`src/rtl/branch_sequencer_if.sv`:
```
// branch_sequencer_if
//   Groups the decode-side branch inputs and the fetch-side PC outputs of
//   branch_sequencer into one bundle.
//   Optional macro ZFWD_EN adds the forwarded ALU zero flag (z_alu) and the
//   flag write enable (ze).
//
//   Signals (direction as seen by the sequencer, i.e. the slave modport):
//     stall      in   hold PC and state this cycle
//     br_valid   in   branch instruction present in decode
//     br_op      in   00 none, 01 JMP, 10 JZ, 11 JNZ
//     br_target  in   absolute branch destination
//     z_ff       in   stored zero flag
//     z_alu      in   ALU zero output        (ZFWD_EN only)
//     ze         in   flag write enable      (ZFWD_EN only)
//     pc         out  current fetch address
//     pc_valid   out  pc is a valid fetch address
//     flush      out  one-cycle discard pulse after a taken branch
//     taken      out  one-cycle pulse, branch taken on previous edge
//     taken_cnt  out  saturating taken-branch count
interface branch_sequencer_if #(
  parameter int PC_W  = 10,
  parameter int CNT_W = 8
);
  logic             stall;
  logic             br_valid;
  logic [1:0]       br_op;
  logic [PC_W-1:0]  br_target;
  logic             z_ff;
`ifdef ZFWD_EN
  logic             z_alu;
  logic             ze;
`endif
  logic [PC_W-1:0]  pc;
  logic             pc_valid;
  logic             flush;
  logic             taken;
  logic [CNT_W-1:0] taken_cnt;

`ifdef ZFWD_EN
  modport master (
    output stall, br_valid, br_op, br_target, z_ff, z_alu, ze,
    input  pc, pc_valid, flush, taken, taken_cnt
  );
  modport slave (
    input  stall, br_valid, br_op, br_target, z_ff, z_alu, ze,
    output pc, pc_valid, flush, taken, taken_cnt
  );
`else
  modport master (
    output stall, br_valid, br_op, br_target, z_ff,
    input  pc, pc_valid, flush, taken, taken_cnt
  );
  modport slave (
    input  stall, br_valid, br_op, br_target, z_ff,
    output pc, pc_valid, flush, taken, taken_cnt
  );
`endif
endinterface

```
`src/rtl/branch_sequencer.sv`:
```
// branch_sequencer
//   Program-counter sequencer for the 10-bit CPU. Each cycle it increments
//   the PC or loads a branch target resolved against the stored zero flag,
//   and inserts a one-cycle flush bubble after every taken branch.
//   Optional macro ZFWD_EN: resolve JZ/JNZ against the ALU zero output when
//   the flag is being written in the same cycle (removes the flag hazard).
//
//   Ports:
//     clk  in   system clock, rising edge
//     rst  in   synchronous active-low reset
//     bus  slave modport of branch_sequencer_if (branch inputs, PC outputs)
//
//   state | meaning
//   IDLE  | one cycle after reset release, pc=RESET_VEC not yet valid
//   RUN   | fetching; pc increments or loads a taken branch target
//   FLUSH | bubble after taken branch; pc holds target, pc_valid=0
module branch_sequencer #(
  parameter int              PC_W      = 10,
  parameter logic [PC_W-1:0] RESET_VEC = '0,
  parameter int              CNT_W     = 8
) (
  input logic             clk,
  input logic             rst,
  branch_sequencer_if.slave bus
);

  typedef enum logic [1:0] {
    IDLE  = 2'd0,
    RUN   = 2'd1,
    FLUSH = 2'd2
  } state_t;

  localparam logic [1:0] OP_JMP = 2'b01;
  localparam logic [1:0] OP_JZ  = 2'b10;
  localparam logic [1:0] OP_JNZ = 2'b11;

  state_t           state_q,     state_nxt;
  logic [PC_W-1:0]  pc_q,        pc_nxt;
  logic             pc_valid_q,  pc_valid_nxt;
  logic             flush_q,     flush_nxt;
  logic             taken_q,     taken_nxt;
  logic [CNT_W-1:0] taken_cnt_q, taken_cnt_nxt;

  logic cond_z;
  logic br_take;

`ifdef ZFWD_EN
  // A flag write in flight is newer than the stored flag.
  assign cond_z = bus.ze ? bus.z_alu : bus.z_ff;
`else
  assign cond_z = bus.z_ff;
`endif

  always_comb begin
    br_take = 1'b0;
    if (bus.br_valid) begin
      unique case (bus.br_op)
        OP_JMP:  br_take = 1'b1;
        OP_JZ:   br_take = cond_z;
        OP_JNZ:  br_take = ~cond_z;
        default: br_take = 1'b0;
      endcase
    end
  end

  always_ff @(posedge clk) begin
    if (!rst) begin
      state_q     <= IDLE;
      pc_q        <= RESET_VEC;
      pc_valid_q  <= 1'b0;
      flush_q     <= 1'b0;
      taken_q     <= 1'b0;
      taken_cnt_q <= '0;
    end else begin
      state_q     <= state_nxt;
      pc_q        <= pc_nxt;
      pc_valid_q  <= pc_valid_nxt;
      flush_q     <= flush_nxt;
      taken_q     <= taken_nxt;
      taken_cnt_q <= taken_cnt_nxt;
    end
  end

  always_comb begin
    state_nxt     = state_q;
    pc_nxt        = pc_q;
    pc_valid_nxt  = pc_valid_q;
    flush_nxt     = 1'b0;
    taken_nxt     = 1'b0;
    taken_cnt_nxt = taken_cnt_q;

    unique case (state_q)
      IDLE: begin
        // stall deliberately ignored: start-up always takes one cycle
        state_nxt    = RUN;
        pc_nxt       = RESET_VEC;
        pc_valid_nxt = 1'b1;
      end
      RUN: begin
        if (!bus.stall) begin
          if (br_take) begin
            state_nxt     = FLUSH;
            pc_nxt        = bus.br_target;
            pc_valid_nxt  = 1'b0;
            flush_nxt     = 1'b1;
            taken_nxt     = 1'b1;
            taken_cnt_nxt = (&taken_cnt_q) ? taken_cnt_q : taken_cnt_q + 1'b1;
          end else begin
            pc_nxt = pc_q + 1'b1;
          end
        end
      end
      FLUSH: begin
        // flush/taken default low, so the pulse is one cycle even if stalled
        if (!bus.stall) begin
          state_nxt    = RUN;
          pc_valid_nxt = 1'b1;
        end
      end
      default: begin
        state_nxt    = IDLE;
        pc_valid_nxt = 1'b0;
      end
    endcase
  end

  assign bus.pc        = pc_q;
  assign bus.pc_valid  = pc_valid_q;
  assign bus.flush     = flush_q;
  assign bus.taken     = taken_q;
  assign bus.taken_cnt = taken_cnt_q;

endmodule

```
`src/flat_wrapper.sv`:
```
// flat-port wrapper written by rule: the top's interface ports become plain ports
module branch_sequencer_flat 
#(
  parameter int              PC_W      = 10,
  parameter logic [PC_W-1:0] RESET_VEC = '0,
  parameter int              CNT_W     = 8
)
  (clk, rst, bus_stall, bus_br_valid, bus_br_op, bus_br_target, bus_z_ff, bus_pc, bus_pc_valid, bus_flush, bus_taken, bus_taken_cnt);
  branch_sequencer_if #(.PC_W(PC_W), .CNT_W(CNT_W)) bus_i ();
  input logic clk;
  input logic rst;
  input wire logic [$bits(bus_i.stall)-1:0] bus_stall;
  input wire logic [$bits(bus_i.br_valid)-1:0] bus_br_valid;
  input wire logic [$bits(bus_i.br_op)-1:0] bus_br_op;
  input wire logic [$bits(bus_i.br_target)-1:0] bus_br_target;
  input wire logic [$bits(bus_i.z_ff)-1:0] bus_z_ff;
  output wire logic [$bits(bus_i.pc)-1:0] bus_pc;
  output wire logic [$bits(bus_i.pc_valid)-1:0] bus_pc_valid;
  output wire logic [$bits(bus_i.flush)-1:0] bus_flush;
  output wire logic [$bits(bus_i.taken)-1:0] bus_taken;
  output wire logic [$bits(bus_i.taken_cnt)-1:0] bus_taken_cnt;
  assign bus_i.stall = bus_stall;
  assign bus_i.br_valid = bus_br_valid;
  assign bus_i.br_op = bus_br_op;
  assign bus_i.br_target = bus_br_target;
  assign bus_i.z_ff = bus_z_ff;
  assign bus_pc = bus_i.pc;
  assign bus_pc_valid = bus_i.pc_valid;
  assign bus_flush = bus_i.flush;
  assign bus_taken = bus_i.taken;
  assign bus_taken_cnt = bus_i.taken_cnt;
  branch_sequencer #(.PC_W(PC_W), .RESET_VEC(RESET_VEC), .CNT_W(CNT_W)) u_core (.clk(clk), .rst(rst), .bus(bus_i));
endmodule
```
`config.mk`:
```
export PLATFORM = sky130hd
export DESIGN_NAME = branch_sequencer_flat
export DESIGN_NICKNAME = d
export VERILOG_FILES = /design/src/rtl/branch_sequencer_if.sv /design/src/rtl/branch_sequencer.sv /design/src/flat_wrapper.sv
export SDC_FILE = /design/constraint.sdc
export NUM_CORES = 1
export LEC_CHECK = 0
export CORE_ASPECT_RATIO = 0.9
export CORE_UTILIZATION = 30
export DETAILED_ROUTE_END_ITERATION = 12
export PLACE_DENSITY_LB_ADDON = 0.08
export SKIP_CTS_REPAIR_TIMING = 1
export SKIP_LAST_GASP = 1
export SLEW_MARGIN = 10
export SYNTH_ARGS = -nofsm -noshare
export SYNTH_HDL_FRONTEND = slang
export SYNTH_SLANG_ARGS = --single-unit
```
`constraint.sdc`:
```
create_clock -name clk -period 4.3 [get_ports clk]
set_clock_uncertainty 0.2 [all_clocks]
set_input_delay 0.86 -clock clk [delete_from_list [all_inputs] [get_ports clk]]
set_output_delay 0.86 -clock clk [all_outputs]
set_load 0.02 [all_outputs]
```
==> flow_summary.yaml, run 1 <==
run_status:
  outcome: "complete, no violations"
detailed_routing:
  drt_wl_total_um: 3116
  vias: 1192
  dr.pass1.iters: 4
  drc: 0
  drtIter0Drc: 119
  avgViaCountPerCell: 5.205
  wl_per_cell_um: 13.61
  ant_nets: 0
yosys:
  synthesis.nets: 167
  synthMuxAreaShare_pct: 8.665
  synth_area_um2: 1227
  synth-seq-cells: 22
  synth_compound_area_share_pct: 19.57
  yosys.area_share.simple_pct: 29.26
  synth_top_family_by_area: "simple AND/OR/NAND/NOR gates"
  synth_ff_type: "dfxtp_1"
  synthAdderAreaFrac_pct: 2.039
  netlist_top_cells_area: "dfxtp_1 36%, nand2_1 5.2%, mux2_2 4.6%, a21oi_1 4.1%, mux2i_1 4.1%"
  synth.distinct_cells: 41
  syn-instance-count: 148
  synth_xor_area_share_pct: 0.7136
  synth-warning-count: 0
  synth_top_area_share_pct: 35.88
  synth_edf_count: 0
  synth.avg_cell_area_um2: 8.293
  ys_seq_area_share_pct: 35.88
  async_flop_share_pct: 0
  yosysTopAreaCell: "dfxtp_1"
run:
  cap_violations: 0
setup_path:
  cp_data_arrival_time_ns: 2.78
  cpPeakStageDelay_ns: 0.54
  crit_required_ns: 4.27
  cp_cell_sequence: "clkdlybuf4s50_1 -> and2_1 -> o21ai_4 -> nand2_4 -> or4b_1 -> o211a_1"
  slowest_stage: "or4b_1"
  end_kind: "register"
  worstSetupPathType: "primary input to register"
  cp-start-kind: "primary input"
  critPathMaxFanout: 19
power_and_ir_drop:
  clockPowerShare_pct: 40.8
  power.density_nw_per_um2: 286.0
  vdd_drop_max_mv: 0.2496
  pwr-share-comb_pct: 14.9
  power.leakage_uw: 0.0006318
  p_total_uw: 483.4
  seqPwrFrac_pct: 44.3
  swShare_pct: 23.83
  p_int_uw: 368.2
  p_sw_uw: 115.2
timing:
  worst_slack_ns: 1.487
  hold_viol: 0
  timing.final.crit_share_pct: 65.41
  finalCriticalPeriod_ns: 2.813
  tightest_slew_ns: 0.5759
  timing.setup.tns_ns: 0
  relSlewSlack_pct: 61.46
  fmax_ghz: 0.3556
  drv_slew: 0
  rsz0062_at_grt: "no"
  finalSetupViolCount: 0
layout:
  syn_to_final_growth_pct: 37.72
  nNetsFinal: 203
  final_common_cell: "clkdlybuf4s50_1"
  final_cell_area_um2: 1690
  multi_input_area_um2: 739.5
  nFillCells: 385
  layout-drive-gt1-share_pct: 7.650
  layout_common_cells: "37 x clkdlybuf4s50_1, 22 x dfxtp_1, 17 x nand2_1, 13 x nor2_1, 10 x a21oi_1"
  num_antenna_cells: 0
  regArea_um2: 440.4
clock_tree:
  numCtsBuffers: 3
  cts_tree: "done"
  clock-sinks: 22
  path_clk_slew_ns: 0.09
  htreeDepth: 1
  clkLatencyLatePin_ns: 0.27
  clockRootBuffer: "clkbuf_8"
  clk_path_buf_depth: 2
global_routing:
  grt_pass1_wl_um: 5250
  grt_max_degree: 20
  antenna_found_initial: 0
  grt_overflow: 0
  grt_pass1_vias: 1098
  track_usage_pct: 14.88
place:
  hpwl_um: 2234
  routabilityCongestion: 0.8135
  dpl_cell_area_um2: 1619
  port_buffers: 37
  dp_worst_setup_slack_ns: 1.223
floorplanning:
  die_h_um: 62.68
  row_count: 21
  core-area_um2: 3810
  fp.dieW_um: 69.43
  start_util_pct: 32.22
  ios: 38
  dieArea_um2: 4352
hold_path:
  worst_hold_path_type: "register to register"
cell type report:
class | instances | area share (%)
multi-input cells | 117 | 43.75
clock inverters | 1 | 1.776
well taps | 46 | 3.405
inverters | 3 | 0.6662
flip-flops and latches | 22 | 26.05
clock buffers | 3 | 2.443
repair buffers | 37 | 21.91
cell usage after synthesis (2+ instances only):
library cell / number
and3_1: 2
dfxtp_1: 22
a21o_1: 3
nand4_1: 7
and4_1: 2
a21oi_1: 10
mux2_2: 5
o21ai_0: 7
o22ai_1: 2
ha_1: 2
o31a_1: 2
clkbuf_1: 2
nand2_1: 17
buf_2: 2
nand3_1: 6
inv_1: 3
nor3_1: 5
mux2i_1: 5
nor2_1: 13
a22oi_1: 5
nor2b_1: 2
nand2b_1: 5
power by group through the flow:
stage	logic, µW	clock network, µW	registers [µW]
after floorplan	37.3	0	222
after global placement	70.6	0	219
after detailed placement	71.7	0	219
after CTS	72.1	204	214
after global routing	78.3	213	215
final	71.8	197	214
metrics by stage:
| stage | hold WS [ns] | instances | utilization [%] |
|---|---|---|---|
| 2_1_floorplan | 0.2692 | 148 | - |
| 3_3_place_gp | 0.2839 | 225 | 42.50 |
| 3_5_place_dp | 0.2955 | 225 | 42.50 |
| 4_1_cts | 0.3078 | 229 | 44.37 |
| 5_1_grt | 0.3366 | 229 | 44.37 |
| 6_report | 0.2971 | 229 | 44.37 |
path summary, 6_finish.rpt:
path,startpoint,end,slack [ns],cells after the start
max,bus_z_ff,u_core.bus.taken_cnt[7],1.49,6
min,u_core.bus.taken_cnt[5],u_core.bus.taken_cnt[5],0.30,2
max reg2reg,u_core.state_q[1],u_core.bus.taken_cnt[7],2.34,5
min reg2reg,u_core.bus.taken_cnt[5],u_core.bus.taken_cnt[5],0.30,2
cell families (layout without fill, tap and decap cells):
kind of cell,after synthesis,after routing
compound gates,36,36
flops,22,22
simple gates,68,68
xor+xnor,1,1
buf+inv,9,44
fa+ha+maj,2,2
mux,10,10
worst max-delay path, delay by kind of cell:
family	cells	cell delay [ns]
simple gates	3	0.86
buf+inv	1	0.42
compound gates	2	0.65
registers in the layout, indices dropped and copies added (netlist names):
| name | cells |
|---|---|
| u_core.bus.pc | 10 |
| u_core.bus.pc_valid | 1 |
| u_core.bus.taken | 1 |
| u_core.state_q | 2 |
| u_core.bus.taken_cnt | 8 |
per-layer routing:
layer / GRT usage, % / part of all wire [%] / vias to the layer above
li1: - / - / 611
met1: 21.01 / 52 / 542
met2: 22.45 / 43 / 37
met3: 4.677 / 4.8 / 2
met4: 2.296 / 0.58 / 0
met5: 0 / 0 / -
Note: power is estimated with default switching activity, not from simulation.
==> run 2, diff against run 1 <==
- clock period: 4.3 -> 2.9 ns (I/O delays scaled with it)
==> run 2 against run 1 <==
Against the previous run:
- flip-flop and latch count unchanged
- sequential share of layout area increased by 0.14 points
- critical path depth did not move
- final cell count is 0.44% higher
==> flow_summary.yaml, run 2 (synthesis results as in run 1) <==
place:
  routabilityCongestion: 0.8106
  hpwl_um: 2289
  port_buffers: 37
  placedCellCount: 226
layout:
  layout-drive-gt1-share_pct: 8.152
  num_antenna_cells: 0
  final_common_cell: "clkdlybuf4s50_1"
  largest_reg_flops: 10
  syn_to_final_growth_pct: 37.00
  nFillCells: 378
  layout_common_cells: "37 x clkdlybuf4s50_1, 22 x dfxtp_1, 17 x nand2_1, 13 x nor2_1, 10 x a21oi_1"
  nNetsFinal: 204
  stdcell_count: 230
clock_tree:
  clk_path_buf_depth: 2
  clockRootBuffer: "clkbuf_8"
  path_clk_slew_ns: 0.08
  htreeDepth: 1
  clock-sinks: 22
  cts_tree: "done"
  numCtsBuffers: 3
  clkLatencyLatePin_ns: 0.26
setup_path:
  slowest_stage: "or4b_1"
  cpPeakStageDelay_ns: 0.53
  path_buf_inv: 1
  setup.worst_path.start: "bus_z_ff"
  end_kind: "register"
  cp_data_arrival_time_ns: 2.49
  critPathMaxFanout: 19
  critical-path-top-delay-family: "simple AND/OR/NAND/NOR gates"
  cp_cell_sequence: "clkdlybuf4s50_1 -> and2_1 -> o21ai_4 -> nand2_4 -> or4b_1 -> o211a_1"
  cp-start-kind: "primary input"
  crit_required_ns: 2.86
  worstSetupPathType: "primary input to register"
  r2r-start: "u_core.state_q[0]"
floorplanning:
  dieArea_um2: 4352
  fp.dieW_um: 69.43
  start_util_pct: 32.22
  die_h_um: 62.68
  core-area_um2: 3810
  row_count: 21
  ios: 38
global_routing:
  grt_pass1_vias: 1111
  track_usage_pct: 14.96
  antenna_found_initial: 0
  grt_overflow: 0
  grt_max_degree: 20
  grt_pass1_wl_um: 5271
detailed_routing:
  drtIter0Drc: 94
  dr.pass1.iters: 4
  wl_per_cell_um: 13.33
  ant_nets: 0
  drc: 0
  vias: 1207
  avgViaCountPerCell: 5.248
  drt_wl_total_um: 3067
timing:
  tightest_slew_ns: 0.5688
  finalSetupViolCount: 0
  drv_slew: 0
  finalCriticalPeriod_ns: 2.530
  hold_viol: 0
  timing.final.crit_share_pct: 87.23
  relSlewSlack_pct: 61.94
  rsz0062_at_grt: "no"
  fmax_ghz: 0.3953
  timing.setup.tns_ns: 0
power_and_ir_drop:
  power.density_nw_per_um2: 383.6
  power.leakage_uw: 0.0006296
  vdd_drop_max_mv: 0.2079
hold_path:
  worst_hold_path_type: "register to register"
  worstHoldStart: "u_core.bus.taken_cnt[5]"
run:
  cap_violations: 0
run_status:
  outcome: "complete, no violations"
## run 2: layer usage
metal	wire, µm	part of all wire, %	track usage (%)	up-vias
li1	-	-	-	610
met1	1560	51	21.56	550
met2	1288	42	22.21	45
met3	210	6.8	4.032	2
met4	7	0.23	3.061	0
met5	0	0	0	-
## run 2: worst paths after layout
path	slack [ns]	cells past startpoint	to
hold reg to reg	0.30	2	u_core.bus.taken_cnt[5]
setup reg to reg	0.94	5	u_core.bus.taken_cnt[7]
setup / recovery	0.37	6	u_core.bus.taken_cnt[7]
hold / removal	0.30	2	u_core.bus.taken_cnt[5]
## run 2: metrics by stage
stage | total power, µW | util, % | hold WS [ns] | setup WS, ns | area (µm²)
2_1_floorplan | 384.8 | - | 0.2692 | 0.8553 | 1227
3_3_place_gp | 430.1 | 42.69 | 0.2797 | 0.1716 | 1627
3_5_place_dp | 431.5 | 42.69 | 0.2958 | 0.1034 | 1627
4_1_cts | 655.1 | 44.14 | 0.3097 | 0.3872 | 1682
5_1_grt | 682.8 | 44.14 | 0.3279 | 0.2877 | 1682
6_report | 645.1 | 44.14 | 0.3045 | 0.3702 | 1682
## run 2: area by class of cell
type	instances	area (µm²)	area share, %
Timing Repair Buffer	38	377.9	22.47
Inverter	3	11.26	0.6696
Tap cell	46	57.56	3.423
Sequential cell	22	440.4	26.19
Multi-Input combinational cell	117	739.5	43.97
Clock buffer	4	55.05	3.274
## run 2: power by group
group | switching, µW | internal, µW | leakage (µW)
logic | 53.3 | 53.5 | 0.000422
clock network | 99.9 | 121 | 0.0000288
registers | 8.62 | 309 | 0.000178
## run 2: worst reg2reg max path, cell delays in order, from the launching register on
cell     delay (ns)
dfxtp_1        0.42
and2b_2        0.22
and2_4         0.25
nand2_4        0.09
or4b_1         0.53
o211a_1        0.14
